===== config.mk =====
export PLATFORM = sky130hd
export DESIGN_NAME = inst_fetch_queue
export DESIGN_NICKNAME = d
export VERILOG_FILES = /design/src/rtl/inst_fetch_queue.sv
export SDC_FILE = /design/constraint.sdc
export NUM_CORES = 1
export LEC_CHECK = 0
export CAP_MARGIN = 15
export CORE_ASPECT_RATIO = 0.9
export CORE_MARGIN = 4
export CORE_UTILIZATION = 49
export DETAILED_ROUTE_END_ITERATION = 12
export GPL_ROUTABILITY_DRIVEN = 0
export GPL_TIMING_DRIVEN = 1
export PLACE_DENSITY = 0.73
export SYNTH_ARGS = -nofsm -noshare
export SYNTH_HDL_FRONTEND = slang
export SYNTH_SLANG_ARGS = --single-unit

===== constraint.sdc =====
create_clock -name clk -period 3.4 [get_ports clk]
set_input_delay 0.51 -clock clk [delete_from_list [all_inputs] [get_ports clk]]
set_output_delay 0.51 -clock clk [all_outputs]
set_load 0.01 [all_outputs]

===== src/rtl/inst_fetch_queue.sv =====
// ---------------------------------------------------------------------------
// inst_fetch_queue
//
// Instruction buffer between the fetch stage and the decoder. Fetch pushes
// {PC, instruction} pairs in program order. The decoder reads the head entry
// combinationally. The buffer absorbs i-cache hit timing against decode
// stalls, and a flush squashes everything queued.
//
// Ports
//   clk        core clock, all state updates on the rising edge
//   rst        asynchronous active-low reset (rst==0 resets)
//   in_valid   fetch presents a valid instruction
//   in_ready   queue can accept (count < DEPTH)
//   in_inst    fetched instruction word
//   in_pc      PC of in_inst
//   flush      squash all entries (mispredict / exception)
//   out_valid  head entry valid (count != 0)
//   out_ready  decoder consumes the head this cycle
//   out_inst   head instruction (0 when empty)
//   out_pc     head PC (0 when empty)
//   count      current occupancy, 0..DEPTH
// ---------------------------------------------------------------------------
module inst_fetch_queue #(
    parameter int ARCH_BITS = 32,
    parameter int DEPTH     = 4,
    parameter int CNT_BITS  = 3
) (
    input  logic                 clk,
    input  logic                 rst,
    input  logic                 in_valid,
    output logic                 in_ready,
    input  logic [ARCH_BITS-1:0] in_inst,
    input  logic [ARCH_BITS-1:0] in_pc,
    input  logic                 flush,
    output logic                 out_valid,
    input  logic                 out_ready,
    output logic [ARCH_BITS-1:0] out_inst,
    output logic [ARCH_BITS-1:0] out_pc,
    output logic [CNT_BITS-1:0]  count
);

    localparam int PTR_BITS = $clog2(DEPTH);

    logic [ARCH_BITS-1:0] r_mem_inst [DEPTH];
    logic [ARCH_BITS-1:0] r_mem_pc   [DEPTH];
    logic [PTR_BITS-1:0]  r_wr_ptr;
    logic [PTR_BITS-1:0]  r_rd_ptr;
    logic [CNT_BITS-1:0]  r_count;

    logic w_push;
    logic w_pop;
    logic w_full;
    logic w_empty;

    // Ready is taken from the registered count alone, so a full queue
    // refuses a push even when the decoder pops in the same cycle.
    assign w_full    = (r_count == CNT_BITS'(DEPTH));
    assign w_empty   = (r_count == '0);
    assign in_ready  = ~w_full;
    assign out_valid = ~w_empty;
    assign w_push    = in_valid & ~w_full;
    assign w_pop     = ~w_empty & out_ready;
    assign count     = r_count;

    // An empty queue shows an all-zero bubble rather than stale storage.
    assign out_inst = w_empty ? '0 : r_mem_inst[r_rd_ptr];
    assign out_pc   = w_empty ? '0 : r_mem_pc[r_rd_ptr];

    // Entry storage is not reset; occupancy alone decides what is visible.
    // A push during flush may land in storage but is never made visible,
    // because the pointers and count are cleared on the same edge.
    always_ff @(posedge clk) begin
        if (w_push) begin
            r_mem_inst[r_wr_ptr] <= in_inst;
            r_mem_pc[r_wr_ptr]   <= in_pc;
        end
    end

    // Flush beats any handshake in the same cycle. Pointers are exactly
    // log2(DEPTH) bits so they wrap on their own.
    always_ff @(posedge clk or negedge rst) begin
        if (!rst) begin
            r_wr_ptr <= '0;
            r_rd_ptr <= '0;
            r_count  <= '0;
        end else if (flush) begin
            r_wr_ptr <= '0;
            r_rd_ptr <= '0;
            r_count  <= '0;
        end else begin
            if (w_push) begin
                r_wr_ptr <= r_wr_ptr + PTR_BITS'(1);
            end
            if (w_pop) begin
                r_rd_ptr <= r_rd_ptr + PTR_BITS'(1);
            end
            if (w_push && !w_pop) begin
                r_count <= r_count + CNT_BITS'(1);
            end else if (w_pop && !w_push) begin
                r_count <= r_count - CNT_BITS'(1);
            end
        end
    end

endmodule


# Word level (Yosys, flattened, before mapping)
# Memories as Yosys holds them, arrays and structs flattened.
# Index checks and enable logic that the tools add are counted.
# totals
ff_bits,7
ramBits,256
inputBits,69
output_inout_bits,69
wordCells,33
n_memories,2
# mem_list
name,depth,width,read_ports,rd_clocked_by_memory_dff,wr,line,source
r_mem_inst,4,32,1,0,1,44,logic [ARCH_BITS-1:0] r_mem_inst [DEPTH];
r_mem_pc,4,32,1,0,1,45,logic [ARCH_BITS-1:0] r_mem_pc [DEPTH];
# classes
addsub,4
n_eq_ne,1
n_mux,11
bitwise,4
n_reduce_logical,8
# op_table
operator,n
$mux W32,2
$mux W3,3
$mux W2,4
$add A2 B1 Y2 const B,2
$reduce_bool A2 Y1,2
$add A3 B1 Y3 const B,1
$eq A3 B3 Y1 const B,1
$logic_not A3 Y1,1
$reduce_bool A3 Y1,1
$sub A3 B1 Y3 const B,1
$and A1 B1 Y1,2
$logic_and A1 B1 Y1,2
$logic_not A1 Y1,2
$mux W1,2
$not A1 Y1,2

# Logic depth before layout (Yosys ltp)
# logic_depth
depth_word,8
mapped_depth,7
depth_no_buf,6

# Worst setup path before layout
# Ideal clock, no wire load.
# synth_timing
path_type,register to register
start,register r_count[2] (netlist: count[2])
end,memory r_mem_inst[0][0] (enable)
setup_ps,429
arrival_ps,2497
required_time_ps,2971
path_slack_ps,474
path_stages_with_launch,5
path_buffers,1
period_less_slack_ps,2926
cell_sequence,dfrtp_1 -> buf_2 -> nor3b_2 -> inv_1 -> and3_1
# synth_between
elab_chain_cells,5
# synth_rtl
item,line,source
from (decl),48,logic [CNT_BITS-1:0] r_count;
from (signal assigned),98,r_count <= r_count + CNT_BITS'(1);
from (signal assigned),100,r_count <= r_count - CNT_BITS'(1);
$eq A3 B3 Y1,57,assign w_full = (r_count == CNT_BITS'(DEPTH));
$not A1 Y1,-,
net in_ready,31,"output logic in_ready,"
$and A1 B1 Y1,61,assign w_push = in_valid & ~w_full;
$mux W1,73,if (w_push) begin
$mux W1 (not written as such),74,r_mem_inst[r_wr_ptr] <= in_inst;
to (decl),44,
# The timed path passes the listed nets, and every way through them passes these cells.

# Worst setup path after layout
# layout_timing
start,register r_rd_ptr[0]
end,output out_inst[3]
# layout_between
elab_chain_cells,2
# layout_rtl
item,line,source
from (decl),47,logic [PTR_BITS-1:0] r_rd_ptr;
from (signal assigned),95,r_rd_ptr <= r_rd_ptr + PTR_BITS'(1);
$mem_v2 Z4 W32,-,
$mux W32,66,assign out_inst = w_empty ? '0 : r_mem_inst[r_rd_ptr];
to (decl),37,"output logic [ARCH_BITS-1:0] out_inst,"
# Every way passes these cells.

==> impl_metrics.ini <==
[min_path]
worst_hold_path_type = input port to asynchronous set/reset pin

[power]
switchingPower_uw = 2540
p_comb_share_pct = 29.4
peakVddDrop_uv = 663
power.internal_uw = 7250
power_frac_seq_pct = 40.7
swShare_pct = 26.0
power_leakage_uw = 0.00414
power_density_mw_per_mm2 = 759
p_clk_share_pct = 29.9

[synth]
synth_cells = 466
synth_top_area_share_pct = 74.9
synth_cell_types = 34
ys_seq_area_share_pct = 76.6
yosys_warnings = 0
synthTopCellsByArea = edfxtp_1, mux4_2, and2_1
async_reset_ff_share_pct = 2.66
syn_area_mm2 = 0.0103
synth-edff-count = 256
synthFlopType = edfxtp_1
synth.avg_cell_area_um2 = 22.0
syn-num-nets = 540
ys_ff_latch = 263
yosysTopAreaCell = edfxtp_1

[cts]
clock_tree.root_cell = clkbuf_16
cts_max_level = 1
cts_buffer_depth = 3
cts_tree = done
cts_sinks = 263
clk_latency_ns = 0.53
cts_buffers = 27
path_clk_slew_ns = 0.06

[cells_and_area]
fin_nets = 696
layout.cells.non_filler = 924
area_delta_synth_final_pct = 25.7
fill_cells = 1413
layout_commonest_cell = edfxtp_1
drive_gt1_share_pct = 19.9
layout_common_cells = edfxtp_1, clkdlybuf4s50_1, and2_1

[setup_path]
timing.rr.end = count[2]
r2r-start = count[2]
worstSetupPathType = flop to output port
cp_slowest_stage_delay_ns = 0.57
crit_buf_inv = 2
required_ns = 2.89
setup.worst_path.end_class = output port
worst-path-max-fanout = 13
critPathSlowestCell = mux4_1
path_cells = buf_4 > mux4_1 > and2_1 > clkdlybuf4s50_1
reg2reg_depth = 6
critPathLaunchType = flop
r2r_slack_ns = 1.18
cp_top_family = buffers and inverters
critPathArrivalTime_ns = 2.62

[run_status]
status = finished, final reports clean

[timing]
min_period_over_period_pct = 92.2
finalMaxSlewViolations = 0
finalHoldViolations = 0
rsz0062_at_grt = no
fin_skew_ns = 0.0250
min_period_ns = 3.13
worst_slew_margin_rel_pct = 58.7
fmax_mhz = 319
tightest_slew_ns = 0.619
tns_ns = 0
setup_viol = 0

[drt]
wl_per_cell_um = 21.0
ant_nets = 0
viasPerCell = 5.33
firstDrtPassIters = 4
drtIter0Drc = 316
vias = 4929
drc = 0
routed_wl_mm = 19.4

[die]
die_area_mm2 = 0.0233
die_height_um = 145
rows = 49
initial_utilization_pct = 50.6
fp.coreArea_mm2 = 0.0203
chipWidth_um = 161
ioPinCount = 138

[placed_design]
portBuffers = 137
hpwl_mm = 12.0
dpl.cell_count = 873

[grt]
grt_overflow = 0
antenna_found_initial = 1
grtUsageTotal_pct = 16.5
grt_pass1_vias = 5269
grt_max_degree = 66
grt_pass1_wl_mm = 30.2

[run]
cap_violations = 0
## registers in the layout, summed over array words and instances (netlist names)
name / flops
r_wr_ptr: 2
r_mem_inst: 128
r_mem_pc: 128
count: 3
r_rd_ptr: 2
## synth_stat cells, drive strengths merged (2+ instances only)
cell type	count
mux2	2
nand3	2
ha	4
nand3b	2
dfrtp	7
buf	19
and3	4
clkbuf	7
mux4	64
mux2i	2
inv	6
edfxtp	256
and2	64
a21oi	2
o21ai	2
xor2	2
nor2	9
## power groups by stage
stage	registers, µW	clock network (µW)	logic [µW]
after floorplan	3990	0	1680
after global placement	4030	0	2890
after detailed placement	4060	0	2940
after CTS	3990	2990	2950
after global routing	4010	3130	3100
final	3990	2920	2880
## layout make-up
cell class	count	area, µm²	share of cell area (%)
clock buffers	32	694	5.38
multi-input cells	171	2210	17.1
clock inverters	18	196	1.52
repair buffers	153	1550	12.1
well taps	280	350	2.72
inverters	6	22.5	0.175
flip-flops and latches	263	7870	61.0
diodes	1	2.50	0.0194
## worst register-to-register path, cell delays in order, from the launching register on
cell      delay [ns]
dfrtp_1         0.53
nor3b_2         0.36
nor3_1          0.11
fa_1            0.46
a21bo_2         0.24
a311oi_1        0.27
o311a_1         0.20
## routing by layer
| layer | vias up | wire, µm | track usage, % |
|---|---|---|---|
| li1 | 2200 | - | - |
| met1 | 2546 | 8290 | 23.2 |
| met2 | 153 | 9660 | 27.3 |
| met3 | 28 | 1160 | 3.52 |
| met4 | 2 | 278 | 3.44 |
| met5 | - | 15 | 0 |
## kinds of logic (layout without fill, tap and decap cells)
logic type,count (synthesis),in the layout,share of synthesized area [%]
muxes,68,68,14.5
DFF,263,263,76.6
and+or+nand+nor,85,85,5.05
adders and majority gates,5,5,0.683
xor gates and xnor gates,2,2,0.171
buffers and inverters,32,209,2.11
AOI/OAI and AO/OA,11,11,0.854
other,0,1,0
## worst max path at each step
stage,slack (ns),to,cells past startpoint,startpoint
after floorplan,0.47,r_mem_inst[0][0],4,count[2]
after global placement,0.61,out_pc[31],3,count[1]
after detailed placement,0.56,out_inst[29],3,count[0]
after CTS,0.22,out_inst[3],4,r_rd_ptr[0]
after global routing,0.15,out_inst[3],4,r_rd_ptr[0]
final,0.27,out_inst[3],4,r_rd_ptr[0]
## timing repair
| item | 4_1_cts | 5_1_grt |
|---|---|---|
| setup buffers | 0 | 0 |
| resized for setup | 1 | 0 |
| hold buffers | 0 | 0 |
| setup endpoints to repair | 3 | 0 |
## per-stage QoR
stage,power (µW),cell area (µm²),util (%),setup slack (ns),hold slack [ns]
floorplan,5670,10300,-,0.474,0.214
global placement,6920,12000,59.1,0.610,0.568
detailed placement,6990,12000,59.1,0.557,0.611
CTS,9930,12900,63.5,0.221,0.252
global route,10200,12900,63.5,0.151,0.268
finish,9790,12900,63.5,0.266,0.276
Power figures use the tool's default switching activity.
